### src/rtl/lock_controller_if.sv
// Keypad strobes and blinker handshake between the lock FSM and its neighbours.
interface lock_controller_if;
    logic       digit_valid;
    logic [3:0] digit;
    logic       enter_pulse;
    logic       prog_pulse;
    logic       done_blinking;
    logic       start_blinking;
    logic       blink_type;
    logic       unlocked;
    logic       locked_out;

    modport master (
        output digit_valid, digit, enter_pulse, prog_pulse, done_blinking,
        input  start_blinking, blink_type, unlocked, locked_out
    );

    modport slave (
        input  digit_valid, digit, enter_pulse, prog_pulse, done_blinking,
        output start_blinking, blink_type, unlocked, locked_out
    );
endinterface

### src/rtl/lock_controller.sv
// Digital lock FSM: keypad code entry, programming and blink requests.
// Optional failure lockout is built when LOCK_LOCKOUT_EN is defined.
//
// state    | meaning
// LOCKED   | waiting for a code; enter compares against stored code
// UNLOCKED | open; enter relocks, prog starts programming
// PROG     | collecting a new code; enter stores it if complete
// SETUP    | blink_type settled, raise start_blinking next
// BLINK    | start_blinking held until done_blinking
// LOCKOUT  | too many failures; wait LOCKOUT_CYCLES then relock
module lock_controller #(
    parameter int                    CODE_LEN       = 4,
    parameter logic [CODE_LEN*4-1:0] DEFAULT_CODE   = 16'h1234,
    parameter int                    MAX_FAILS      = 3,
    parameter logic [31:0]           LOCKOUT_CYCLES = 32'd120000000
) (
    input logic              hwclk,
    input logic              rst_n,
    lock_controller_if.slave bus
);
    localparam int BUF_W = CODE_LEN * 4;
    localparam int CNT_W = $clog2(CODE_LEN + 1);

    typedef enum logic [2:0] {
        LOCKED, UNLOCKED, PROG, SETUP, BLINK, LOCKOUT
    } state_t;

    if (CODE_LEN < 1 || MAX_FAILS < 1 || LOCKOUT_CYCLES == 32'd0) begin : g_param_check
        $error("lock_controller: invalid parameter value");
    end

    state_t             state_q, state_d;
    state_t             ret_q, ret_d;
    logic [BUF_W-1:0]   code_q, code_d;
    logic [BUF_W-1:0]   entry_q, entry_d;
    logic [CNT_W-1:0]   cnt_q, cnt_d;
    logic               unlocked_q, unlocked_d;
    logic               btype_q, btype_d;
    logic               start_q, start_d;
    logic               digit_ok;
    logic               full;
    logic               match;

`ifdef LOCK_LOCKOUT_EN
    localparam int FAIL_W = $clog2(MAX_FAILS + 1);
    logic [FAIL_W-1:0]  fail_q, fail_d;
    logic [31:0]        lo_cnt_q, lo_cnt_d;
`endif

    always_ff @(posedge hwclk or negedge rst_n) begin
        if (!rst_n) begin
            state_q    <= LOCKED;
            ret_q      <= LOCKED;
            code_q     <= DEFAULT_CODE;
            entry_q    <= '0;
            cnt_q      <= '0;
            unlocked_q <= 1'b0;
            btype_q    <= 1'b0;
            start_q    <= 1'b0;
`ifdef LOCK_LOCKOUT_EN
            fail_q     <= '0;
            lo_cnt_q   <= '0;
`endif
        end else begin
            state_q    <= state_d;
            ret_q      <= ret_d;
            code_q     <= code_d;
            entry_q    <= entry_d;
            cnt_q      <= cnt_d;
            unlocked_q <= unlocked_d;
            btype_q    <= btype_d;
            start_q    <= start_d;
`ifdef LOCK_LOCKOUT_EN
            fail_q     <= fail_d;
            lo_cnt_q   <= lo_cnt_d;
`endif
        end
    end

    always_comb begin
        state_d    = state_q;
        ret_d      = ret_q;
        code_d     = code_q;
        entry_d    = entry_q;
        cnt_d      = cnt_q;
        unlocked_d = unlocked_q;
        btype_d    = btype_q;
        start_d    = start_q;
`ifdef LOCK_LOCKOUT_EN
        fail_d     = fail_q;
        lo_cnt_d   = lo_cnt_q;
`endif
        // Enter wins over a same-cycle digit, so the digit never reaches the buffer.
        digit_ok = bus.digit_valid && (bus.digit <= 4'd9) && !bus.enter_pulse;
        full     = (cnt_q == CNT_W'(CODE_LEN));
        match    = full && (entry_q == code_q);

        case (state_q)
            LOCKED: begin
                if (bus.enter_pulse) begin
                    state_d = SETUP;
                    if (match) begin
                        unlocked_d = 1'b1;
                        btype_d    = 1'b1;
                        ret_d      = UNLOCKED;
`ifdef LOCK_LOCKOUT_EN
                        fail_d     = '0;
`endif
                    end else begin
                        btype_d = 1'b0;
                        ret_d   = LOCKED;
`ifdef LOCK_LOCKOUT_EN
                        fail_d  = fail_q + 1'b1;
                        if (fail_q >= FAIL_W'(MAX_FAILS - 1)) begin
                            ret_d = LOCKOUT;
                        end
`endif
                    end
                end
            end
            UNLOCKED: begin
                if (bus.enter_pulse) begin
                    unlocked_d = 1'b0;
                    state_d    = LOCKED;
                end else if (bus.prog_pulse) begin
                    state_d = PROG;
                end
            end
            PROG: begin
                if (bus.enter_pulse) begin
                    state_d = SETUP;
                    ret_d   = UNLOCKED;
                    if (full) begin
                        code_d  = entry_q;
                        btype_d = 1'b1;
                    end else begin
                        btype_d = 1'b0;
                    end
                end
            end
            SETUP: begin
                start_d = 1'b1;
                state_d = BLINK;
            end
            BLINK: begin
                if (bus.done_blinking) begin
                    start_d = 1'b0;
                    state_d = ret_q;
`ifdef LOCK_LOCKOUT_EN
                    lo_cnt_d = LOCKOUT_CYCLES - 32'd1;
`endif
                end
            end
            LOCKOUT: begin
`ifdef LOCK_LOCKOUT_EN
                if (lo_cnt_q == 32'd0) begin
                    state_d = LOCKED;
                    fail_d  = '0;
                end else begin
                    lo_cnt_d = lo_cnt_q - 32'd1;
                end
`else
                state_d = LOCKED;
`endif
            end
            default: state_d = LOCKED;
        endcase

        if (bus.enter_pulse || (state_d != state_q)) begin
            entry_d = '0;
            cnt_d   = '0;
        end else if (digit_ok && (state_q == LOCKED || state_q == UNLOCKED || state_q == PROG)) begin
            entry_d = (entry_q << 4) | BUF_W'(bus.digit);
            cnt_d   = full ? cnt_q : cnt_q + 1'b1;
        end
    end

    assign bus.start_blinking = start_q;
    assign bus.blink_type     = btype_q;
    assign bus.unlocked       = unlocked_q;
`ifdef LOCK_LOCKOUT_EN
    assign bus.locked_out     = (state_q == LOCKOUT);
`else
    assign bus.locked_out     = 1'b0;
`endif
endmodule

### src/flat_wrapper.sv
// flat-port wrapper written by rule: the top's interface ports become plain ports
module lock_controller_flat 
#(
    parameter int                    CODE_LEN       = 4,
    parameter logic [CODE_LEN*4-1:0] DEFAULT_CODE   = 16'h1234,
    parameter int                    MAX_FAILS      = 3,
    parameter logic [31:0]           LOCKOUT_CYCLES = 32'd120000000
)
  (hwclk, rst_n, bus_digit_valid, bus_digit, bus_enter_pulse, bus_prog_pulse, bus_done_blinking, bus_start_blinking, bus_blink_type, bus_unlocked, bus_locked_out);
  lock_controller_if bus_i ();
  input logic hwclk;
  input logic rst_n;
  input wire logic [$bits(bus_i.digit_valid)-1:0] bus_digit_valid;
  input wire logic [$bits(bus_i.digit)-1:0] bus_digit;
  input wire logic [$bits(bus_i.enter_pulse)-1:0] bus_enter_pulse;
  input wire logic [$bits(bus_i.prog_pulse)-1:0] bus_prog_pulse;
  input wire logic [$bits(bus_i.done_blinking)-1:0] bus_done_blinking;
  output wire logic [$bits(bus_i.start_blinking)-1:0] bus_start_blinking;
  output wire logic [$bits(bus_i.blink_type)-1:0] bus_blink_type;
  output wire logic [$bits(bus_i.unlocked)-1:0] bus_unlocked;
  output wire logic [$bits(bus_i.locked_out)-1:0] bus_locked_out;
  assign bus_i.digit_valid = bus_digit_valid;
  assign bus_i.digit = bus_digit;
  assign bus_i.enter_pulse = bus_enter_pulse;
  assign bus_i.prog_pulse = bus_prog_pulse;
  assign bus_i.done_blinking = bus_done_blinking;
  assign bus_start_blinking = bus_i.start_blinking;
  assign bus_blink_type = bus_i.blink_type;
  assign bus_unlocked = bus_i.unlocked;
  assign bus_locked_out = bus_i.locked_out;
  lock_controller #(.CODE_LEN(CODE_LEN), .DEFAULT_CODE(DEFAULT_CODE), .MAX_FAILS(MAX_FAILS), .LOCKOUT_CYCLES(LOCKOUT_CYCLES)) u_core (.hwclk(hwclk), .rst_n(rst_n), .bus(bus_i));
endmodule
### config.mk
export PLATFORM = sky130hd
export DESIGN_NAME = lock_controller_flat
export DESIGN_NICKNAME = d
export VERILOG_FILES = /design/src/rtl/lock_controller_if.sv /design/src/rtl/lock_controller.sv /design/src/flat_wrapper.sv
export SDC_FILE = /design/constraint.sdc
export NUM_CORES = 1
export LEC_CHECK = 0
export ABC_AREA = 1
export CORE_MARGIN = 5
export CORE_UTILIZATION = 35
export DETAILED_ROUTE_END_ITERATION = 8
export GPL_TIMING_DRIVEN = 0
export SYNTH_ARGS = -nofsm -noshare
export SYNTH_HDL_FRONTEND = slang
export SYNTH_SLANG_ARGS = --single-unit
### constraint.sdc
create_clock -name hwclk -period 1.48 [get_ports hwclk]
set_input_delay 0.148 -clock hwclk [delete_from_list [all_inputs] [get_ports hwclk]]
set_output_delay 0.148 -clock hwclk [all_outputs]
set_load 0.01 [all_outputs]
# --- Word level (Yosys, flattened, before mapping) ---
# Cells that the tools add are included.
word_totals:
  ff_bits: 44
  input_bits: 10
  output_inout_bits: 4
classes:
  n_addsub: 1
  order_cmp: 1
  n_eq_ne: 13
  muxes: 25
  bitwise: 1
  reduce_logical: 19
ops:
  columns: ["operator", "n"]
  rows:
  - ["16-bit 2-to-1 mux", 2]
  - ["3-bit 2-to-1 mux", 9]
  - ["16-bit equality test", 1]
  - ["16-bit by 4-bit bitwise OR with 16-bit output", 1]
  - ["3-bit one-hot mux with 4 select lines", 1]
  - ["2-bit != test (second input constant)", 5]
  - ["1-bit 2-to-1 mux", 9]
  - ["2-bit nonzero test", 4]
  - ["3-bit by 2-bit equality test with 1-bit output (second input constant)", 2]
  - ["3-bit equality test (second input constant)", 2]
  - ["1-bit one-hot mux with 2 select lines", 3]
  - ["3-bit one-hot mux with 2 select lines", 1]
  - ["3-bit AND reduction", 2]
  - ["4-bit less-or-equal comparator (second input constant)", 1]
  - ["1-bit logical AND", 4]
  - ["2-bit AND reduction", 2]
  - ["4-bit AND reduction", 1]
  - ["3-bit by 1-bit adder with 3-bit output (second input constant)", 1]
  - ["3-bit by 1-bit equality test with 1-bit output (second input constant)", 1]
  - ["3-bit zero test", 1]
  - ["1-bit logical OR", 3]
  - ["3-bit != test", 1]
  - ["2-bit by 1-bit != test with 1-bit output (second input constant)", 1]
  - ["2-bit OR reduction", 1]
  - ["1-bit zero test", 1]

# --- Depth between registers and ports, before layout ---
# Gate-level depths: netlist of the first run.
logic_depth:
  ltp_word: 7
  mapped_depth: 10
  ltp_nobuf: 10

# --- Worst setup path before layout of the first run ---
# No wires, ideal clock.
synth_path:
  kind: "register -> register"
  from: "register u_core.state_q[1]"
  to: "register u_core.entry_q[0]"
  setup_time_ns: 0.118
  t_arrival_ns: 1.203
  required_time_ns: 1.362
  setup_slack_ns: 0.159
  stages_incl_launch_ff: 8
  period_less_slack_ns: 1.321
  path_cell_list: "dfrtp_1 -> inv_2 -> nand4_2 -> o21ai_2 -> nand2_2 -> nand4_4 -> buf_8 -> nor2_4"
synth_between:
  elab_chain_cells: 6
  elab_cells_between_ends: 18
synth_rtl:
  columns: ["item", "line", "text"]
  rows:
  - ["start, declared", "lock_controller.sv:32", "state_t state_q, state_d;"]
  - ["start signal, assigned", "lock_controller.sv:65", "state_q <= state_d;"]
  - ["3-bit by 2-bit equality test with 1-bit output (tied with other cells)", "lock_controller.sv:98", "case (state_q)"]
  - ["2-bit OR reduction (no line) or 3-bit 2-to-1 mux (tied branches)", null, null]
  - ["3-bit one-hot mux with 4 select lines *", "lock_controller.sv:98", null]
  - ["via u_core.state_d[1]", "lock_controller.sv:32", null]
  - ["3-bit != test *", "lock_controller.sv:169", "if (bus.enter_pulse || (state_d != state_q)) begin"]
  - ["1-bit logical OR *", "lock_controller.sv:169", null]
  - ["16-bit 2-to-1 mux or 2-bit nonzero test (tied branches)", null, null]
  - ["end signal, assigned", "lock_controller.sv:68", "entry_q <= entry_d;"]
  - ["end, declared", "lock_controller.sv:35", "logic [BUF_W-1:0] entry_q, entry_d;"]
# Mark *: on every way through the listed nets, which the timed path passes. The rest lies on a longest branch.
# A chain may end at the register's enable or synchronous reset.

# --- Worst setup path after layout of the first run ---
layout_path:
  from: "register u_core.state_q[2]"
  to: "register u_core.entry_q[6]"
layout_between:
  elab_chain_cells: 6
  elab_cells_between_ends: 18
layout_rtl:
  columns: ["item", "line"]
  rows:
  - ["3-bit by 2-bit equality test with 1-bit output or 3-bit zero test (tied branches)", "lock_controller.sv:98"]
  - ["2-bit OR reduction (no line)", null]
  - ["3-bit one-hot mux with 4 select lines *", "lock_controller.sv:98"]
  - ["via u_core.state_d[1]", "lock_controller.sv:32"]
  - ["3-bit != test *", "lock_controller.sv:169"]
  - ["1-bit logical OR *", "lock_controller.sv:169"]
  - ["16-bit 2-to-1 mux or 2-bit nonzero test (tied branches)", null]
# Marked as above.

==> results of run 1 <==
Yosys cell counts (2+ instances only):
cell type  number  area, um^2
o21ai_1        29         145
inv_2           6        22.5
nand2_1        71         267
dfrtp_1        37         926
o21ai_2         3        26.3
nor2_4         11         124
nand3_2         2        20.0
xor2_1          2        17.5
ha_1            2        25.0
dfstp_2         5         131
nor2_1         26        97.6
o21ai_0        12        60.1
xnor2_1         2        17.5
buf_8           2        30.0
a21oi_1         4        20.0
inv_1          51         191
buf_2           3        15.0
nand3_1         4        20.0
repair_timing:
item / CTS / global route
hold endpoints to repair: 16 / 0
buffers inserted: 7 / 10
resized for setup: 22 / 19
hold buffers: 1 / 0
pin swaps: 4 / 8
setup endpoints to repair: 29 / 38
cloned: 3 / 0
path summary, 6_finish.rpt:
kind                              startpoint                         to  slack [ns]
setup / recovery           u_core.state_q[2]          u_core.entry_q[6]        0.05
hold / removal                         rst_n  u_core.bus.start_blinking        0.32
setup reg to reg           u_core.state_q[2]          u_core.entry_q[6]        0.05
hold reg to reg            u_core.code_q[12]          u_core.code_q[12]        0.49
max in group asynchronous              rst_n           u_core.code_q[4]        0.59
min in group hwclk            bus_prog_pulse          u_core.state_q[0]        0.44
worst reg2reg max path: stages, from the launching register on:
cell	delay, ns
dfrtp_2	0.47
inv_4	0.08
buf_4	0.10
nand4_2	0.09
o21ai_2	0.18
nand2_2	0.09
nand4_4	0.10
buf_12	0.18
nor2_4	0.04
layer usage:
metal  global-route usage, %  part of all wire (%)  up-vias
li1                        -                     -      946
met1                    17.9                    45      870
met2                    19.7                    48       30
met3                    3.25                   5.7        7
met4                    4.28                   1.3        0
met5                       0                     0        -
cell type report:
| class | count | share of cell area (%) |
|---|---|---|
| Clock buffer | 6 | 2.81 |
| Inverter | 57 | 7.37 |
| Sequential cell | 42 | 36.1 |
| Tap cell | 77 | 3.28 |
| Timing Repair Buffer | 34 | 10.2 |
| Buffer | 7 | 2.98 |
| Clock inverter | 2 | 2.04 |
| Multi-Input combinational cell | 179 | 35.2 |
sequential cells by signal, summed over array words and instances (netlist names):
signal	count
u_core.state_q	3
u_core.bus.blink_type	1
u_core.cnt_q	3
u_core.bus.start_blinking	1
u_core.ret_q	1
u_core.bus.unlocked	1
u_core.code_q	16
u_core.entry_q	16
cell families after synthesis:
group,after synthesis,synth area share (%)
flops,42,46.2
compound gates,49,11.3
simple gates,123,27.5
fa+ha+maj,2,1.09
other cells,1,0.164
xor+xnor,4,1.53
buf+inv,64,12.1
metrics by stage:
stage	hold slack, ns	setup slack [ns]
2_1_floorplan	-0.148	0.159
3_3_place_gp	0.468	-0.923
3_5_place_dp	0.119	-0.249
4_1_cts	0.323	-0.0297
5_1_grt	0.356	-0.0386
6_report	0.322	0.0499
power groups by stage:
stage | Sequential [mW] | Clock, mW | Combinational [mW]
4_1_cts | 1.40 | 1.15 | 1.24
6_report | 1.41 | 1.13 | 1.43
3_3_place_gp | 1.41 | 0 | 1.11
5_1_grt | 1.43 | 1.21 | 1.58
2_1_floorplan | 1.40 | 0 | 0.818
3_5_place_dp | 1.41 | 0 | 1.13
==> flow_metrics.py, run 1 <==
metrics = {
    "routing": {
        "wirelength_mm": 5.10,
        "dr_total_vias": 1853,
        "detail-route-antenna-nets": 0,
        "drt-wirelength-per-cell_um": 12.6,
        "viasPerCell": 4.59,
        "drcViolationCount": 0,
        "drtPass1Iterations": 4,
        "drt_iter0_drc": 71,
    },
    "placement": {
        "gp_congestion": 0.761,
        "dpl_cell_area_mm2": 0.00252,
        "dp.cells": 375,
        "hpwl_mm": 3.38,
        "io_buffers": 12,
    },
    "yosys": {
        "avgSynthCellArea_um2": 8.03,
        "syn_nets": 297,
        "synth_seq_cells": 42,
        "ys_warn_count": 0,
        "synthArstFlopShare_pct": 100,
        "yosysUniqueCellTypes": 31,
        "synth-edff-count": 0,
        "synthCells": 285,
        "synth_area_mm2": 0.00229,
        "yosysSeqAreaShare_pct": 46.2,
        "ys.flop_type": "dfrtp_1",
    },
    "floorplan": {
        "ios": 14,
        "initial_core_util_pct": 36.0,
        "core_area_mm2": 0.00635,
        "rows": 29,
        "die_h_um": 90.8,
        "dieArea_mm2": 0.00825,
        "die_w_um": 90.8,
    },
    "sta": {
        "fmax_ghz": 0.699,
        "hold_viol_final": 0,
        "slew-limit-headroom_pct": 65.1,
        "report.final.slew_viol_count": 0,
        "skew_ns": 0.00674,
        "fin_crit_sh_pct": 96.6,
        "fin_crit_ns": 1.43,
        "setup_viol": 0,
        "worstMarginPinSlew_ns": 0.520,
        "fin_tns_setup_ns": 0,
        "rsz0062_at_grt": "yes",
    },
    "grt": {
        "grt_usage_pct": 12.9,
        "grt_pass1_wl_mm": 8.64,
        "grt-ovfl-total": 0,
        "antenna_found_initial": 0,
        "grt_pass1_vias": 1789,
        "grt_max_degree": 26,
    },
    "power_and_ir_drop": {
        "pwr-share-seq_pct": 35.4,
        "power_switching_mw": 1.35,
        "p_comb_share_pct": 36.1,
        "clkPwrFrac_pct": 28.5,
        "vdd_drop_max_mv": 0.857,
        "p_int_mw": 2.63,
        "p_total_mw": 3.98,
        "leakagePower_nw": 1.23,
        "powerDensity_mw_per_mm2": 1350,
        "swShare_pct": 34.0,
    },
    "final_layout": {
        "diodes": 0,
        "fin_cells": 404,
        "area.sequential_mm2": 0.00106,
        "layout.nets": 338,
        "layout_common_cells": "nand2_1 (62), inv_1 (48), dfrtp_1 (34), o21ai_1 (25), nor2_1 (24)",
        "area_growth_pct": 28.4,
        "fin_util_pct": 46.3,
        "drive_above_1_share_pct": 29.1,
        "multiInputGateArea_mm2": 0.00103,
        "design_area_mm2": 0.00294,
        "nFillCells": 601,
        "final_common_cell": "nand2_1",
    },
    "cts": {
        "clock_latency_ns": 0.30,
        "htree_levels": 2,
        "cts.sinks": 42,
        "path_clk_slew_ns": 0.08,
        "cts_tree": "built",
        "root_buffer": "clkbuf_8",
        "clock_tree.buffer_depth": 2,
        "numCtsBuffers": 5,
    },
    "worst_setup_path": {
        "crit_path_max_fanout": 10,
        "reg2regPathDepth": 8,
        "crit_family": "flip-flops",
        "path_class": "flip-flop to flip-flop",
        "crit_path_top_delay_cell": "dfrtp_2",
        "critPathLaunchType": "flip-flop",
        "end_kind": "flip-flop",
        "worst_ep_required_time_ns": 1.68,
        "critPathMaxStageDelay_ns": 0.47,
        "cp.depth": 8,
        "cp_data_arrival_time_ns": 1.63,
        "critPathBufInv": 3,
        "path_cells": "inv_4, buf_4, nand4_2, o21ai_2, nand2_2, nand4_4, buf_12, nor2_4",
    },
    "job": {
        "cap_viol_max_count": 0,
    },
    "outcome": {
        "status": "finished clean",
    },
    "worst_hold_path": {
        "hp-class": "input port to async pin",
    },
}
Power figures use the tool's default switching activity.
==> run 2: changes to the inputs <==
--- a/config.mk
+++ b/config.mk
@@ -6,6 +6,7 @@
 export NUM_CORES = 1
 export LEC_CHECK = 0
 export ABC_AREA = 1
+export CORE_ASPECT_RATIO = 0.75
 export CORE_MARGIN = 5
 export CORE_UTILIZATION = 35
 export DETAILED_ROUTE_END_ITERATION = 8
==> constraint.sdc (replaced) <==
create_clock -name hwclk -period 1.4 [get_ports hwclk]
set_input_delay 0.14 -clock hwclk [delete_from_list [all_inputs] [get_ports hwclk]]
set_output_delay 0.14 -clock hwclk [all_outputs]
set_load 0.01 [all_outputs]
==> run 2 against run 1 <==
  * The flow now finishes with violations (setup timing)
  * Combinational power is 50% higher
  * Hold slack worse by 0.057 ns
  * Sequential cell count stayed put
  * Sequential power is 5% higher
  * Critical endpoint is now u_core.entry_q[5]
  * Register-to-register slack worse by 0.21 ns
  * Largest power group unchanged
==> flow_metrics.py, run 2 (synthesis gave the netlist of run 1 again) <==
metrics = {
    "sta": {
        "fmax_ghz": 0.639,
        "skew_ns": 0.0111,
        "fin_tns_setup_ns": -2.67,
        "rsz0062_at_grt": "yes",
        "hold_viol_final": 0,
        "report.final.slew_viol_count": 0,
        "layout_setup_ws_ns": -0.165,
        "setup_viol": 32,
        "fin_crit_ns": 1.56,
        "fin_crit_sh_pct": 112,
    },
    "grt": {
        "grt_max_degree": 30,
        "antenna_found_initial": 0,
        "grt-ovfl-total": 0,
        "grt_pass1_wl_mm": 8.48,
        "grt_pass1_vias": 1804,
        "grt_usage_pct": 13.5,
    },
    "final_layout": {
        "layout.nets": 347,
        "layout_common_cells": "nand2_1 (56), inv_1 (47), dfrtp_1 (34), o21ai_1 (18), buf_4 (18)",
        "final_common_cell": "nand2_1",
        "drive_above_1_share_pct": 39.3,
        "fin_cells": 417,
        "area_growth_pct": 42.5,
        "top_regs": "u_core.code_q: 16 flops, u_core.entry_q: 16 flops",
        "diodes": 0,
    },
    "routing": {
        "detail-route-antenna-nets": 0,
        "viasPerCell": 4.58,
        "drt-wirelength-per-cell_um": 13.1,
        "wirelength_mm": 5.48,
        "drcViolationCount": 0,
        "drtPass1Iterations": 4,
        "dr_total_vias": 1911,
        "drt_iter0_drc": 103,
    },
    "worst_setup_path": {
        "cp_data_arrival_time_ns": 1.80,
        "worst_ep_required_time_ns": 1.64,
        "r2r_start": "u_core.state_q[1]",
        "crit-reg2reg-capture": "u_core.entry_q[5]",
        "regToRegSetupSlack_ns": -0.16,
        "end_kind": "flip-flop",
        "reg2regPathDepth": 8,
        "critPathLaunchType": "flip-flop",
        "path_class": "flip-flop to flip-flop",
        "crit_path_max_fanout": 7,
    },
    "cts": {
        "cts_tree": "built",
        "cts.sinks": 42,
        "root_buffer": "clkbuf_8",
        "numCtsBuffers": 5,
        "clock_latency_ns": 0.31,
        "clock_tree.buffer_depth": 2,
        "path_clk_slew_ns": 0.09,
        "htree_levels": 2,
    },
    "worst_hold_path": {
        "hp-class": "input port to async pin",
    },
    "power_and_ir_drop": {
        "powerDensity_mw_per_mm2": 1470,
        "vdd_drop_max_mv": 0.487,
        "p_total_mw": 4.80,
        "leakagePower_nw": 1.35,
    },
    "floorplan": {
        "rows": 25,
        "dieArea_mm2": 0.00827,
        "initial_core_util_pct": 36.2,
        "die_h_um": 80.0,
        "ios": 14,
        "core_area_mm2": 0.00632,
        "die_w_um": 103,
    },
    "placement": {
        "dp.cells": 379,
        "hpwl_mm": 3.22,
        "io_buffers": 12,
        "gp_congestion": 0.766,
        "place_ws_ns": -0.305,
    },
    "job": {
        "cap_viol_max_count": 0,
    },
    "outcome": {
        "violations": "setup timing",
        "status": "finished, violations left",
    },
}
## run 2: cell count changes in the layout (fill, tap and decap cells not counted), sizes merged
cell / previous run / this run
buf: 29 / 35
clkinv: 0 / 1
clkdlybuf4s50: 11 / 10
dlymetal6s2s: 0 / 1
nand2: 73 / 74
clkbuf: 6 / 7
## run 2: worst max-delay path: stages (launching register included)
cell and delay (ns):
dfrtp_2 0.46, buf_6 0.14, o21ai_2 0.14, o21ai_2 0.09, nand2_2 0.09, nand4_4 0.17
buf_12 0.20, buf_12 0.14, nor2_4 0.06
## run 2: timing repair
item / 4_1_cts / 5_1_grt
endpoints found under the hold margin: 13 / 0
endpoints found under the setup margin: 31 / 39
gates cloned: 3 / 3
buffers inserted: 14 / 9
resized for setup: 38 / 51
pin swaps: 8 / 6
hold buffers: 1 / 0
## run 2: final cells by class
class                           count  area [um^2]
Timing Repair Buffer               42          460
Inverter                           57          229
Multi-Input combinational cell    180         1180
Sequential cell                    42         1060
Clock buffer                        5         68.8
Clock inverter                      3         68.8
Fill cell                         572         3060
Tap cell                           81          101
Buffer                              7         91.3
## run 2: through the flow
stage	instance area [um^2]	util [%]	hold WS [ns]
3_3_place_gp	2510	39.7	0.467
3_5_place_dp	2520	39.9	0.0626
2_1_floorplan	2290	-	-0.156
6_report	3260	51.6	0.265
5_1_grt	3260	51.6	0.295
4_1_cts	2950	46.7	0.274
## run 2: how the worst max path moves through the flow
stage	from	endpoint	slack (ns)	cells after the start
final	u_core.state_q[1]	u_core.entry_q[5]	-0.16	8
after global routing	bus_enter_pulse	u_core.entry_q[9]	-0.22	9
after CTS	u_core.state_q[1]	u_core.entry_q[3]	-0.08	7
after detailed placement	bus_enter_pulse	u_core.entry_q[6]	-0.31	8
after global placement	rst_n	u_core.entry_q[5]	-0.96	1
after floorplan	u_core.state_q[1]	u_core.entry_q[0]	0.08	7
## run 2: report_power, final
part	switching (mW)	total, mW	leakage, nW	internal, mW
combinational	1.10	2.15	0.734	1.05
sequential	0.134	1.48	0.550	1.35
clock	0.459	1.17	0.0683	0.715
total	1.69	4.80	1.35	3.11
## run 2: routing by layer
| metal | track usage [%] | wire length [um] | vias to the layer above |
|---|---|---|---|
| met5 | 0 | 0 | - |
| met4 | 5.05 | 90 | 0 |
| met3 | 2.36 | 140 | 8 |
| met2 | 20.7 | 2610 | 17 |
| met1 | 18.8 | 2630 | 915 |
| li1 | - | - | 971 |
==> run 3: changes to the inputs <==
--- a/config.mk
+++ b/config.mk
@@ -11,6 +11,7 @@
 export CORE_UTILIZATION = 35
 export DETAILED_ROUTE_END_ITERATION = 8
 export GPL_TIMING_DRIVEN = 0
+export SLEW_MARGIN = 20
 export SYNTH_ARGS = -nofsm -noshare
 export SYNTH_HDL_FRONTEND = slang
 export SYNTH_SLANG_ARGS = --single-unit
==> results of run 3 <==
The final DEF is identical to that of run 2; final timing and power are the same.
